<file path="src/rtl/iomem_dbg_pkg.sv">
// Shared types and constants for the byte-stream iomem debug master.
package iomem_dbg_pkg;

  typedef enum logic [2:0] {
    S_OPC  = 3'd0,
    S_ADDR = 3'd1,
    S_DATA = 3'd2,
    S_BUS  = 3'd3,
    S_STAT = 3'd4,
    S_RDAT = 3'd5
  } state_e;

  // Opcode byte layout: [7] write, [6:4] reserved zero, [3:0] write strobes
  localparam int unsigned OP_WR_BIT     = 7;
  localparam int unsigned OP_RSVD_MSB   = 6;
  localparam int unsigned OP_RSVD_LSB   = 4;
  localparam int unsigned OP_WSTRB_LSB  = 0;
  localparam int unsigned OP_WSTRB_W    = 4;

  localparam int unsigned ADDR_BYTES    = 4;
  localparam int unsigned DATA_BYTES    = 4;
  localparam int unsigned RDAT_BYTES    = 4;

  localparam logic [7:0] ST_OK      = 8'h00;
  localparam logic [7:0] ST_TIMEOUT = 8'h01;
  localparam logic [7:0] ST_BADOP   = 8'h02;

  // Reserved bits set, read with strobes, or write with no strobes.
  function automatic logic opc_bad(input logic [7:0] op);
    logic [OP_WSTRB_W-1:0] strb;
    logic                  rsvd;
    strb = op[OP_WSTRB_LSB +: OP_WSTRB_W];
    rsvd = |op[OP_RSVD_MSB:OP_RSVD_LSB];
    return rsvd || (op[OP_WR_BIT] ? (strb == '0) : (strb != '0));
  endfunction

endpackage

</file>
<file path="src/rtl/iomem_dbg_master.sv">
// Byte-framed command stream to single iomem bus transactions, with timeout
// and a status/read-data response stream.
module iomem_dbg_master
  import iomem_dbg_pkg::*;
#(
  parameter int unsigned TIMEOUT_CYCLES = 255
) (
  input  logic        clk,
  input  logic        resetn,
  input  logic        cmd_valid,
  input  logic [7:0]  cmd_data,
  output logic        cmd_ready,
  output logic        rsp_valid,
  output logic [7:0]  rsp_data,
  input  logic        rsp_ready,
  output logic        iomem_valid,
  input  logic        iomem_ready,
  output logic [3:0]  iomem_wstrb,
  output logic [31:0] iomem_addr,
  output logic [31:0] iomem_wdata,
  input  logic [31:0] iomem_rdata,
  output logic        busy
);

  localparam int unsigned TMO_W = 16;

  state_e      state_q, state_d;
  logic [31:0] addr_q, addr_d;
  logic [31:0] wdata_q, wdata_d;
  logic [31:0] rdata_q, rdata_d;
  logic [3:0]  wstrb_q, wstrb_d;
  logic        is_wr_q, is_wr_d;
  logic [1:0]  idx_q, idx_d;
  logic [TMO_W-1:0] tmo_q, tmo_d;
  logic        rsp_valid_q, rsp_valid_d;
  logic [7:0]  rsp_data_q, rsp_data_d;
  logic        iomem_valid_q, iomem_valid_d;
  logic        cmd_ready_q, cmd_ready_d;
  logic        busy_q, busy_d;

  logic cmd_fire;
  logic rsp_fire;

  assign cmd_fire = cmd_valid && cmd_ready_q;
  assign rsp_fire = rsp_valid_q && rsp_ready;

  // Next-state and registered-output logic
  always_comb begin
    state_d       = state_q;
    addr_d        = addr_q;
    wdata_d       = wdata_q;
    rdata_d       = rdata_q;
    wstrb_d       = wstrb_q;
    is_wr_d       = is_wr_q;
    idx_d         = idx_q;
    tmo_d         = tmo_q;
    rsp_valid_d   = rsp_valid_q;
    rsp_data_d    = rsp_data_q;
    iomem_valid_d = iomem_valid_q;

    unique case (state_q)
      S_OPC: begin
        if (cmd_fire) begin
          if (opc_bad(cmd_data)) begin
            state_d     = S_STAT;
            is_wr_d     = 1'b0;
            rsp_valid_d = 1'b1;
            rsp_data_d  = ST_BADOP;
          end else begin
            state_d = S_ADDR;
            idx_d   = 2'd0;
            is_wr_d = cmd_data[OP_WR_BIT];
            wstrb_d = cmd_data[OP_WR_BIT] ? cmd_data[OP_WSTRB_LSB +: OP_WSTRB_W] : 4'h0;
            wdata_d = 32'h0;
          end
        end
      end
      S_ADDR: begin
        if (cmd_fire) begin
          addr_d = {cmd_data, addr_q[31:8]};
          idx_d  = idx_q + 2'd1;
          if (idx_q == 2'(ADDR_BYTES - 1)) begin
            if (is_wr_q) begin
              state_d = S_DATA;
            end else begin
              state_d       = S_BUS;
              iomem_valid_d = 1'b1;
              tmo_d         = '0;
            end
          end
        end
      end
      S_DATA: begin
        if (cmd_fire) begin
          wdata_d = {cmd_data, wdata_q[31:8]};
          idx_d   = idx_q + 2'd1;
          if (idx_q == 2'(DATA_BYTES - 1)) begin
            state_d       = S_BUS;
            iomem_valid_d = 1'b1;
            tmo_d         = '0;
          end
        end
      end
      S_BUS: begin
        // A ready in the limit cycle takes priority over the timeout.
        if (iomem_ready) begin
          state_d       = S_STAT;
          iomem_valid_d = 1'b0;
          rdata_d       = iomem_rdata;
          rsp_valid_d   = 1'b1;
          rsp_data_d    = ST_OK;
        end else if (tmo_q == TMO_W'(TIMEOUT_CYCLES - 1)) begin
          state_d       = S_STAT;
          iomem_valid_d = 1'b0;
          rsp_valid_d   = 1'b1;
          rsp_data_d    = ST_TIMEOUT;
        end else begin
          tmo_d = tmo_q + TMO_W'(1);
        end
      end
      S_STAT: begin
        if (rsp_fire) begin
          if (!is_wr_q && (rsp_data_q == ST_OK)) begin
            state_d    = S_RDAT;
            idx_d      = 2'd0;
            rsp_data_d = rdata_q[7:0];
            rdata_d    = {8'h00, rdata_q[31:8]};
          end else begin
            state_d     = S_OPC;
            rsp_valid_d = 1'b0;
          end
        end
      end
      S_RDAT: begin
        if (rsp_fire) begin
          if (idx_q == 2'(RDAT_BYTES - 1)) begin
            state_d     = S_OPC;
            rsp_valid_d = 1'b0;
          end else begin
            idx_d      = idx_q + 2'd1;
            rsp_data_d = rdata_q[7:0];
            rdata_d    = {8'h00, rdata_q[31:8]};
          end
        end
      end
      default: begin
        state_d       = S_OPC;
        rsp_valid_d   = 1'b0;
        iomem_valid_d = 1'b0;
      end
    endcase

    cmd_ready_d = (state_d == S_OPC) || (state_d == S_ADDR) || (state_d == S_DATA);
    busy_d      = (state_d != S_OPC);
  end

  always_ff @(posedge clk or negedge resetn) begin
    if (!resetn) begin
      state_q       <= S_OPC;
      addr_q        <= 32'h0;
      wdata_q       <= 32'h0;
      rdata_q       <= 32'h0;
      wstrb_q       <= 4'h0;
      is_wr_q       <= 1'b0;
      idx_q         <= 2'd0;
      tmo_q         <= '0;
      rsp_valid_q   <= 1'b0;
      rsp_data_q    <= 8'h00;
      iomem_valid_q <= 1'b0;
      cmd_ready_q   <= 1'b1;
      busy_q        <= 1'b0;
    end else begin
      state_q       <= state_d;
      addr_q        <= addr_d;
      wdata_q       <= wdata_d;
      rdata_q       <= rdata_d;
      wstrb_q       <= wstrb_d;
      is_wr_q       <= is_wr_d;
      idx_q         <= idx_d;
      tmo_q         <= tmo_d;
      rsp_valid_q   <= rsp_valid_d;
      rsp_data_q    <= rsp_data_d;
      iomem_valid_q <= iomem_valid_d;
      cmd_ready_q   <= cmd_ready_d;
      busy_q        <= busy_d;
    end
  end

  assign cmd_ready   = cmd_ready_q;
  assign rsp_valid   = rsp_valid_q;
  assign rsp_data    = rsp_data_q;
  assign iomem_valid = iomem_valid_q;
  assign iomem_wstrb = wstrb_q;
  assign iomem_addr  = addr_q;
  assign iomem_wdata = wdata_q;
  assign busy        = busy_q;

endmodule

</file>
<file path="config.mk">
export PLATFORM = sky130hd
export DESIGN_NAME = iomem_dbg_master
export DESIGN_NICKNAME = d
export VERILOG_FILES = /design/src/rtl/iomem_dbg_pkg.sv /design/src/rtl/iomem_dbg_master.sv
export SDC_FILE = /design/constraint.sdc
export NUM_CORES = 1
export LEC_CHECK = 0
export BUFFER_PORTS_ARGS = -buffer_cell sky130_fd_sc_hd__clkbuf_2
export CAP_MARGIN = 20
export CORE_MARGIN = 4
export CORE_UTILIZATION = 55
export DETAILED_ROUTE_END_ITERATION = 12
export PLACE_DENSITY_LB_ADDON = 0.12
export SYNTH_ARGS = -nofsm -noshare
export SYNTH_HDL_FRONTEND = slang
export SYNTH_SLANG_ARGS = --single-unit
</file>
<file path="constraint.sdc">
create_clock -name clk -period 2.3 [get_ports clk]
set_input_delay 0.345 -clock clk [delete_from_list [all_inputs] [get_ports clk]]
set_output_delay 0.345 -clock clk [all_outputs]
set_load 0.03 [all_outputs]
</file>
==> results.toml <==
[critical_path]
required_ns = 2.75
crit_chain = "nor4bb_1 > buf_4 > and4_1 > nand2_1 > or3_1 > a21oi_1"
slowest_stage = "dfrtp_1"
worstPathBufferInverterCount = 1
cpLargestDelayFamily = "simple AND/OR/NAND/NOR gates"
critical_path.max_stage_delay_ns = 0.56
path_class = "reg -> reg"
crit_start = "state_q[0]"
worstSetupStartpointType = "flip-flop"
crit_fanout = 12
cp-end-kind = "flip-flop"
cp.arrival_ns = 2.56
timing.rr.start = "state_q[0]"

[sta]
finalSetupViolations = 0
finalHoldViolCount = 0
tns_ns = 0
slew_headroom_pct = 59.7
slew_violations = 0
skew_ns = 0.00630
worstMarginPinSlew_ns = 0.596
fin_crit_sh_pct = 91.9
rsz0062_at_grt = "no"
fmax_mhz = 473
min_period_ns = 2.11

[route]
wl_mm = 13.7
first_pass_iters = 5
via_count = 4746
drtIter0Drc = 401
ant_nets = 0
viasPerCell = 5.44
drc_errors = 0
avgRoutedWirePerCell_um = 15.7

[hold_path]
min-delay-start = "iomem_rdata[26]"
hp-class = "in -> reg"

[logic_synthesis]
synth_area_leaders = "dfrtp_1 (55%), nand2_1 (8.4%), mux2_1 (5.4%)"
synth_commonest_cells = "nand2_1 (135), dfrtp_1 (133), nor2_1 (43), o21ai_1 (41), mux2_1 (29)"
synth_top_cell_by_area = "dfrtp_1"
seq_area_frac_synth_pct = 55.7
ys_warn_count = 0
async_flop_share_pct = 100
synth_ff_type = "dfrtp_1"
synth-edff-count = 0
yosysUniqueCellTypes = 58
synth-seq-cells = 134
avgSynthCellArea_um2 = 10.0
syn_nets = 649
yosysMostFrequentCell = "nand2_1"
syn_area_um2 = 6030
synth_cells = 601
synth_top_area_share_pct = 55.2

[power]
power.net_switching_mw = 3.28
p_total_mw = 8.85
power.internal_mw = 5.57
p_comb_share_pct = 31.2
power_density_nw_per_um2 = 1190
ir_drop_v = 0.000890
swShare_pct = 37.1
p_leak_nw = 3.59
power_frac_seq_pct = 39.1
power.clock.fraction_pct = 29.7

[global_routing]
grt_max_degree = 65
grt_usage_pct = 22.9
antenna_found_initial = 0
grt_pass1_vias = 4753
grt_first_pass_wirelength_mm = 23.3
grt-ovfl-total = 0

[floorplanning]
row_count = 37
coreArea_um2 = 10500
dieArea_um2 = 12700
ios = 125
initial_core_util_pct = 57.4
die_h_um = 113
fp.dieW_um = 113

[clock_network]
cts_sinks = 134
clk_path_buf_depth = 2
clkLatencyLatePin_ns = 0.53
cts-root-buf = "clkbuf_8"
cts_tree = "yes"
cts_buffers = 17
clkSlewWorstSetupHoldPaths_ns = 0.06
htreeDepth = 4

[finish]
drive_above_1_share_pct = 25.8
antenna_cells = 0
nets = 772
syn_to_final_growth_pct = 23.2
post-route-util_pct = 70.7
final_area_um2 = 7430
layoutNonFillerInstCount = 873

[placed_design]
hpwl_mm = 9.18
portBuffers = 124
dp.cells = 840
place.gp.congestion = 0.885
placed_area_um2 = 6830

[run]
max_cap_viol_count = 0

[run_status]
run_status = "completed"
## stage by stage
stage	hold WS [ns]	setup slack (ns)
final	0.0378	0.187
after global routing	0.0339	0.00820
after CTS	0.0142	0.176
after detailed placement	0.304	0.210
after global placement	0.299	0.252
after floorplan	0.0494	0.293
## registers in the layout, summed over array words and instances (netlist names)
name         cells
iomem_wstrb      4
rsp_valid        1
state_q          3
idx_q            2
iomem_valid      1
iomem_addr      32
busy             1
is_wr_q          1
iomem_wdata     32
rsp_data         8
tmo_q           16
rdata_q         32
cmd_ready        1
## placed cells by master, fill, tap and decap left out, drive strengths merged, types with 2 or more instances in the layout
master    instances
nor4b             2
o22ai             4
xnor2             6
inv              21
a21oi             6
and2              3
or3               2
or2               2
nand4             8
a41oi             3
nor3              7
and4              4
nand2b            3
mux2i            10
dfrtp           133
xor2              7
nand3            16
nor2             43
nor3b             2
clkinv            6
mux2             33
nor4              2
clkbuf          143
a31oi            25
buf              16
a21boi            2
nand2           135
ha                3
o31ai             2
bufinv            2
clkinvlp          4
o21ai            46
a31o              4
and3              7
nor2b             8
o211ai            2
## routing by layer
layer	global-route usage [%]	part of all wire, %	vias to the layer above
met5	0	0	-
met1	30.8	43	2260
li1	-	-	2305
met2	35.7	49	158
met4	10.1	2.1	0
met3	5.28	5.7	23
## final timing paths
| check | cells past startpoint | endpoint | slack [ns] |
|---|---|---|---|
| min in group asynchronous | 2 | tmo_q[12] | 0.30 |
| max in group asynchronous | 3 | rdata_q[30] | 1.30 |
| max reg2reg | 6 | tmo_q[14] | 0.19 |
| min | 3 | rdata_q[26] | 0.04 |
| min reg2reg | 2 | iomem_wdata[7] | 0.48 |
| max | 6 | tmo_q[14] | 0.19 |
## layout make-up
class                      instances  area (µm²)
clock buffer                      20         455
clock inverter                    12         128
fill                             822        3080
inverter                          21        78.8
multi-input combinational        410        2460
sequential                       134        3350
tap                              136         170
timing repair buffer             140         774
## logic make-up (layout without fill, tap and decap cells)
group                    Yosys count  count (layout)  share of synthesized area, %
adder cells (fa/ha/maj)            3               3                         0.623
XOR/XNOR                          13              13                          1.89
multiplexers                      43              43                          8.03
AO/OA/AOI/OAI                     99              99                          10.4
flip-flops                       134             134                          55.7
buffers and inverters             57             193                          3.90
AND/OR/NAND/NOR                  252             252                          19.5
## power groups by stage
stage          logic [mW]  registers, mW  clock network, mW
5_1_grt              3.02           3.56               2.79
3_3_place_gp         2.70           3.44                  0
4_1_cts              2.79           3.46               2.67
3_5_place_dp         2.76           3.48                  0
2_1_floorplan        1.34           4.03                  0
6_report             2.76           3.46               2.62
## tightest hold or removal path, stage by stage
cell and delay (ns):
clkbuf_2 0.08, nand3_1 0.05, o21ai_1 0.05
## timing repair
action,4_1_cts,5_1_grt
hold endpoints to repair,42,0
hold buffers,1,0
resized for setup,0,1
setup endpoints to repair,0,6
buffers inserted,0,0
Note: power is estimated with default switching activity, not from simulation.
